[config.mk]
export PLATFORM = sky130hd
export DESIGN_NAME = updown_counter_arbiter
export DESIGN_NICKNAME = d
export VERILOG_FILES = /design/src/rtl/updown_counter_arbiter.sv
export SDC_FILE = /design/constraint.sdc
export NUM_CORES = 1
export LEC_CHECK = 0
export CORE_MARGIN = 5
export CORE_UTILIZATION = 40
export DETAILED_ROUTE_END_ITERATION = 6
export PLACE_DENSITY_LB_ADDON = 0.3
export SYNTH_ARGS = -nofsm -noshare
export SYNTH_HDL_FRONTEND = slang
export SYNTH_SLANG_ARGS = --single-unit
[constraint.sdc]
create_clock -name clk -period 6.3 [get_ports clk]
set_input_delay 1.89 -clock clk [delete_from_list [all_inputs] [get_ports clk]]
set_output_delay 1.89 -clock clk [all_outputs]
set_load 0.05 [all_outputs]
[src/rtl/updown_counter_arbiter.sv]
// Shared signed up/down counter stepped by N_REQ requesters.
// Round-robin grant, one +/-1 step per clock, clamp or wrap at limits.
module updown_counter_arbiter #(
  parameter int N_REQ    = 4,
  parameter int WIDTH    = 4,
  parameter bit SATURATE = 1'b1
) (
  input  logic             clk,
  input  logic             rst,
  input  logic [N_REQ-1:0] req,
  input  logic [N_REQ-1:0] dir,
  input  logic             clr,
  output logic [N_REQ-1:0] grant,
  output logic [WIDTH-1:0] val,
  output logic             ovf
);

  localparam int PW = $clog2(N_REQ);

  localparam logic [WIDTH-1:0] VMAX =
    {1'b0, {(WIDTH-1){1'b1}}};
  localparam logic [WIDTH-1:0] VMIN =
    {1'b1, {(WIDTH-1){1'b0}}};

  logic [PW-1:0]    ptr;
  logic [PW-1:0]    ptr_nxt;
  logic [PW-1:0]    win;
  logic [PW:0]      sum;
  logic [PW-1:0]    idx;
  logic [N_REQ-1:0] elig;
  logic             found;
  logic [N_REQ-1:0] gnt_nxt;
  logic [WIDTH-1:0] val_nxt;
  logic             ovf_nxt;
  logic             up;

  // Last cycle's winner is masked, so a held req steps every other cycle.
  assign elig = req & ~grant;

  always_comb begin
    found = 1'b0;
    win   = ptr;
    sum   = '0;
    idx   = '0;
    for (int k = 0; k < N_REQ; k++) begin
      sum = {1'b0, ptr} + (PW+1)'(k);
      if (sum >= (PW+1)'(N_REQ))
        sum = sum - (PW+1)'(N_REQ);
      idx = sum[PW-1:0];
      if (!found && elig[idx]) begin
        found = 1'b1;
        win   = idx;
      end
    end
  end

  always_comb begin
    gnt_nxt = '0;
    if (found)
      gnt_nxt[win] = 1'b1;
  end

  always_comb begin
    if (win == PW'(N_REQ-1))
      ptr_nxt = '0;
    else
      ptr_nxt = win + PW'(1);
  end

  // Only the winner's dir is looked at; other dir bits may be junk.
  assign up = dir[win];

  always_comb begin
    val_nxt = val;
    ovf_nxt = 1'b0;
    if (up) begin
      if (val == VMAX) begin
        ovf_nxt = 1'b1;
        val_nxt = SATURATE ? VMAX : VMIN;
      end else begin
        val_nxt = val + WIDTH'(1);
      end
    end else begin
      if (val == VMIN) begin
        ovf_nxt = 1'b1;
        val_nxt = SATURATE ? VMIN : VMAX;
      end else begin
        val_nxt = val - WIDTH'(1);
      end
    end
  end

  always_ff @(posedge clk) begin
    if (rst || clr) begin
      grant <= '0;
      val   <= '0;
      ovf   <= 1'b0;
      ptr   <= '0;
    end else if (found) begin
      grant <= gnt_nxt;
      val   <= val_nxt;
      ovf   <= ovf_nxt;
      ptr   <= ptr_nxt;
    end else begin
      grant <= '0;
      ovf   <= 1'b0;
    end
  end

endmodule

==> impl_metrics.env, run 1 <==
export IMPL_status="finished clean"
export IMPL_synthFlopType="dfxtp_1"
export IMPL_final_min_clock_period_ns=3.658
export IMPL_path_max_fanout=6
export IMPL_grt_setup_unrepaired="no"
export IMPL_synthDominantCellAreaShare_pct=25.40
export IMPL_top_layer_used="met4"
export IMPL_synthArstFlopShare_pct=0
export IMPL_avgSynthCellArea_um2=8.585
export IMPL_holdWs_ns=0.5335
export IMPL_clockRootBuffer="clkbuf_4"
export IMPL_wl_per_cell_um=13.85
export IMPL_via_count=837
export IMPL_finalWorstSetupSlack_ns=2.642
export IMPL_ys_seq_area_share_pct=25.40
export IMPL_final_layout_size_suffix_gt1_share_pct=11.57
export IMPL_r2r_end="val[3]"
export IMPL_cts_buffers=3
export IMPL_postRouteAntennaNets=0
export IMPL_power_density_nw_per_um2=221.2
export IMPL_die_h_um=56.56
export IMPL_dr_pass1_iters=4
export IMPL_cts_sinks=11
export IMPL_slew_headroom_pct=61.23
export IMPL_fp_row_count=16
export IMPL_hold_path_depth=2
export IMPL_worst_pin_slew_ns=0.5798
export IMPL_wl_um=2050
export IMPL_slew_violations=0
export IMPL_drc=0
export IMPL_place_gp_congestion=0.8155
export IMPL_insertion_delay_ns=0.27
export IMPL_drt_first_iter_violations=26
export IMPL_cts_hold_buf=0
export IMPL_cts_tree="done"
export IMPL_r2r_setup_slack_ns=4.34
export IMPL_slowest_delay_ns=0.48
export IMPL_ys_types=39
export IMPL_fin_cells=148
export IMPL_netlist_top_cells_area="dfxtp_1 25%, ha_1 8.7%, mux2i_1 4.6%"
export IMPL_start_kind="input pin"
export IMPL_syn2layout_area_growth_pct=26.70
export IMPL_cts_clk_slew_worst_paths_ns=0.07
export IMPL_p_total_w=0.0002430
export IMPL_cp_common_cell="a21oi_1"
export IMPL_vias_per_cell=5.655
export IMPL_die_area_um2=3199
export IMPL_reg2regPathDepth=8
export IMPL_post_cts_buffers=0
export IMPL_portBuffers=19
export IMPL_synth_seq_cells=11
export IMPL_syn_instance_count=101
export IMPL_end_kind="flip-flop"
export IMPL_clock_path_buffers=2
export IMPL_ys_warn_count=0
export IMPL_cts_resized_gates=0
export IMPL_critical_path_buf_inv_count=2
export IMPL_antenna_found_initial=0
export IMPL_hold_start="val[0]"
export IMPL_core_area_um2=2022
export IMPL_cp_arrival_ns=3.82
export IMPL_fin_skew_ns=0.005655
export IMPL_hold_end="val[0]"
export IMPL_yosys_area_top_type="dfxtp_1"
export IMPL_syn_area_um2=867.1
export IMPL_setup_violations=0
export IMPL_critical_path_required_ns=6.46
export IMPL_finalHoldViolations=0
export IMPL_peakVddDrop_v=0.0001260
export IMPL_path_class="in2reg"
export IMPL_grt_overflow=0
export IMPL_dp_hpwl_um=1621
export IMPL_dp_slack_ns=2.380
export IMPL_place_inst=144
export IMPL_max_cap_violations=0
export IMPL_grt_max_degree=16
export IMPL_nets=139
export IMPL_synth_edff_count=0
export IMPL_die_x_um=56.56
export IMPL_antenna_cells=0
export IMPL_io_pins=20
export IMPL_fmax_mhz=273.4
export IMPL_route_layer_met1_wl_um=1013
export IMPL_hp_class="reg2reg"
export IMPL_syn_nets=118
export IMPL_crit_chain="clkdlybuf4s50_1 -> nor2b_4 -> a21oi_2 -> o21ai_2 -> inv_2 -> o2111ai_1 -> a21oi_1 -> o21ai_0 -> a21oi_1"
export IMPL_reg2reg_from="ptr[1]"
export IMPL_finalSetupTns_ns=0
export IMPL_grt_pass1_vias=778
export IMPL_wl_met2_um=870
export IMPL_grt_pass1_wl_um=3429
export IMPL_routed_wl_met3_um=125
export IMPL_p_leak_nw=0.4573
export IMPL_critPathTopFamily="compound AO/OA/AOI/OAI gates"
export IMPL_cp_slowest_cell="clkdlybuf4s50_1"
export IMPL_start_util_pct=42.88
export IMPL_grtUsageTotal_pct=13.32
export IMPL_htreeDepth=1
export IMPL_post_route_period_util_pct=58.06
[metal layers]
layer	track usage, %	vias up
li1	-	419
met4	8.475	0
met1	18.74	387
met5	0	-
met3	2.752	5
met2	17.99	26
[through the flow]
step	utilization [%]	instance area (um2)
floorplan	-	867.1
global placement	53.03	1072
detailed placement	53.03	1072
CTS	54.33	1099
global route	54.33	1099
finish	54.33	1099
[area by class of cell]
type	count	area [um2]
multi-input cells	79	598.1
fillers	183	923.4
inverters	8	30.03
clock buffers	4	26.28
flip-flops and latches	11	220.2
repair buffers	19	190.2
well taps	27	33.78
[worst min-delay path: cells and delay by family (launching register included)]
family | cells | cell delay (ns)
compound gates | 1 | 0.06
simple gates | 1 | 0.07
flops | 1 | 0.36
[cell usage in the layout (no fill, tap or decap), drive strengths merged, types with 3 or more instances in the layout]
cell type,netlist,routed
o21ai,4,4
nor2,7,7
ha,6,6
inv,8,8
clkbuf,2,4
nand2,7,7
a21oi,7,7
clkdlybuf4s50,0,19
dfxtp,11,11
mux2i,4,4
nor2b,3,3
nand2b,5,5
nor3,4,4
nand3,5,5
and3,5,5
[cell families (layout without fill, tap and decap cells)]
family	Yosys count	in the layout	synth area share, %
buffers and inverters	11	31	5.628
AO/OA/AOI/OAI	32	32	30.59
adder cells (fa/ha/maj)	6	6	8.658
flip-flops	11	11	25.40
multiplexers	4	4	4.618
AND/OR/NAND/NOR	37	37	25.11
[worst max-delay path by stage]
stage | end | slack, ns | from | cells past startpoint
2_1_floorplan | val[2] | 3.01 | req[2] | 8
3_3_place_gp | val[2] | 2.44 | req[3] | 9
3_5_place_dp | val[2] | 2.38 | req[3] | 9
4_1_cts | val[2] | 2.67 | req[3] | 9
5_1_grt | val[1] | 2.54 | req[3] | 9
6_report | val[1] | 2.64 | req[3] | 9
[sequential cells by signal (all words and copies together) (netlist names)]
register / cells
ovf: 1
grant: 4
val: 4
ptr: 2
[power breakdown]
group | internal, W | switching (W) | total, W
logic | 0.0000465 | 0.0000643 | 0.000111
clock network | 0.0000245 | 0.0000231 | 0.0000476
registers | 0.0000754 | 0.00000917 | 0.0000845
total | 0.000146 | 0.0000966 | 0.000243
[synthesized netlist by cell type (2+ instances only)]
library cell	n
nor2b_4	2
o221ai_1	2
and3_1	5
o21ai_0	3
clkbuf_1	2
o21a_1	2
a2bb2oi_1	2
nand2_1	7
o211ai_1	2
dfxtp_1	11
nor2_1	6
inv_1	7
nand2b_1	3
mux2i_1	4
nor3_1	4
a21oi_1	6
ha_1	6
o2bb2ai_1	2
nand3_1	5
Power figures use the tool's default switching activity.
==> inputs of run 2 (changes only) <==
Clock period 6.3 ns to 3.5 ns, I/O delays scaled along.
==> impl_metrics.env, run 2 (synthesis gave the netlist of run 1 again) <==
export IMPL_status="finished clean"
export IMPL_setup_violations=0
export IMPL_power_density_nw_per_um2=401.6
export IMPL_die_area_um2=3199
export IMPL_clkPwrFrac_pct=20.2
export IMPL_cp_slowest_cell="clkdlybuf4s50_1"
export IMPL_dp_hpwl_um=1572
export IMPL_grt_setup_unrepaired="no"
export IMPL_switchingPower_w=0.0001795
export IMPL_post_route_period_util_pct=79.91
export IMPL_hp_class="reg2reg"
export IMPL_reg2reg_from="ptr[1]"
export IMPL_crit_chain="clkdlybuf4s50_1 -> nor2b_4 -> a21oi_2 -> o21ai_2 -> inv_2 -> o221a_2 -> nor2_4 -> mux2i_1 -> o32ai_2"
export IMPL_antenna_found_initial=0
export IMPL_grt_pass1_wl_um=3470
export IMPL_p_int_w=0.0002622
export IMPL_n_fill_cell=194
export IMPL_end_kind="flip-flop"
export IMPL_cp_depth=9
export IMPL_mostFrequentLayoutCell="clkdlybuf4s50_1"
export IMPL_final_min_clock_period_ns=2.797
export IMPL_drt_first_iter_violations=24
export IMPL_cts_hold_buf=0
export IMPL_max_cap_violations=0
export IMPL_antenna_cells=0
export IMPL_fp_row_count=16
export IMPL_slowest_delay_ns=0.48
export IMPL_cts_sinks=11
export IMPL_r2r_end="val[2]"
export IMPL_die_x_um=56.56
export IMPL_via_count=819
export IMPL_final_layout_size_suffix_gt1_share_pct=12.40
export IMPL_place_inst=144
export IMPL_top_regs="grant: 4 flops, val: 4 flops, ptr: 2 flops"
export IMPL_vias_per_cell=5.534
export IMPL_fin_cells=148
export IMPL_finalSetupTns_ns=0
export IMPL_grt_overflow=0
export IMPL_start_util_pct=42.88
export IMPL_io_pins=20
export IMPL_reg2regPathDepth=6
export IMPL_final_cell_mix="19 x clkdlybuf4s50_1, 11 x dfxtp_1, 7 x inv_1, 7 x nand2_1"
export IMPL_wl_um=2040
export IMPL_cp_endpoint="val[2]"
export IMPL_nets=139
export IMPL_cts_buffers=3
export IMPL_insertion_delay_ns=0.27
export IMPL_worst_pin_slew_ns=0.5790
export IMPL_cts_resized_gates=0
export IMPL_critical_path_required_ns=3.66
export IMPL_cp_arrival_ns=2.95
export IMPL_syn2layout_area_growth_pct=26.84
export IMPL_cts_clk_slew_worst_paths_ns=0.07
export IMPL_holdWs_ns=0.5302
export IMPL_slew_headroom_pct=61.28
export IMPL_clock_path_buffers=2
export IMPL_grt_max_degree=16
export IMPL_critPathTopFamily="compound AO/OA/AOI/OAI gates"
export IMPL_peakVddDrop_v=0.0002462
export IMPL_grtUsageTotal_pct=13.61
export IMPL_critPathLaunch="req[3]"
export IMPL_portBuffers=19
export IMPL_fmax_mhz=357.5
export IMPL_path_class="in2reg"
export IMPL_grt_pass1_vias=791
export IMPL_htreeDepth=1
export IMPL_combPwrFrac_pct=45.2
export IMPL_critical_path_buf_inv_count=2
export IMPL_path_max_fanout=6
export IMPL_dr_pass1_iters=4
export IMPL_clockRootBuffer="clkbuf_4"
export IMPL_die_h_um=56.56
export IMPL_power_switching_share_pct=40.64
export IMPL_drc=0
export IMPL_r2r_setup_slack_ns=1.54
export IMPL_fin_skew_ns=0.0006133
export IMPL_start_kind="input pin"
export IMPL_post_cts_buffers=0
export IMPL_pwr_share_seq_pct=34.6
export IMPL_cts_tree="done"
export IMPL_slew_violations=0
export IMPL_finalHoldViolations=0
export IMPL_core_area_um2=2022
export IMPL_postRouteAntennaNets=0
export IMPL_wl_per_cell_um=13.78
export IMPL_place_gp_congestion=0.8168
export IMPL_p_leak_nw=0.4600
## run 2: cell types whose count changed in the layout (fill, tap and decap cells not counted)
| cell | previous run | this run |
|---|---|---|
| clkbuf_1 | 1 | 0 |
| clkinv_2 | 0 | 1 |
## run 2: final cells by class
| class | instances | area, um2 | share of cell area, % |
|---|---|---|---|
| inverter | 8 | 30.03 | 2.730 |
| multi-input combinational | 79 | 598.1 | 54.38 |
| tap | 27 | 33.78 | 3.072 |
| timing repair buffer | 19 | 190.2 | 17.29 |
| clock buffer | 3 | 22.52 | 2.048 |
| clock inverter | 1 | 5.005 | 0.4551 |
| sequential | 11 | 220.2 | 20.02 |
## run 2: layer usage
layer	GRT usage, %	part of all wire, %	vias up
met2	19.64	42	23
met4	6.780	2.0	0
met3	3.899	5.3	5
met1	18.19	50	375
li1	-	-	416
met5	0	0	-
## run 2: worst register-to-register path: stages (launching register included)
cell	delay (ns)
dfxtp_1	0.53
a2bb2oi_1	0.29
o2bb2ai_1	0.15
o221a_2	0.34
nor2_4	0.19
mux2i_1	0.24
o32ai_2	0.10
## run 2: worst min path at each step
stage | from | cells after the start | to
2_1_floorplan | ptr[0] | 2 | ptr[0]
3_3_place_gp | val[0] | 2 | val[0]
3_5_place_dp | val[0] | 2 | val[0]
5_1_grt | val[0] | 2 | val[0]
6_report | val[0] | 2 | val[0]
4_1_cts | val[0] | 2 | val[0]
## run 2: through the flow
step / utilization (%) / total power (W) / setup WS, ns / instance area [um2]
after floorplan: - / 0.0003027 / 1.052 / 867.1
after global placement: 53.03 / 0.0003495 / 0.4785 / 1072
after detailed placement: 53.03 / 0.0003520 / 0.4209 / 1072
after CTS: 54.39 / 0.0004428 / 0.7066 / 1100
after global routing: 54.39 / 0.0004683 / 0.5521 / 1100
final: 54.39 / 0.0004416 / 0.7031 / 1100
## run 2: power by group through the flow
stage	Sequential, W	Clock, W	Combinational [W]
global route	0.000154	0.0000948	0.000219
global placement	0.000154	0	0.000195
floorplan	0.000175	0	0.000128
detailed placement	0.000155	0	0.000197
CTS	0.000152	0.0000920	0.000198
finish	0.000153	0.0000891	0.000200
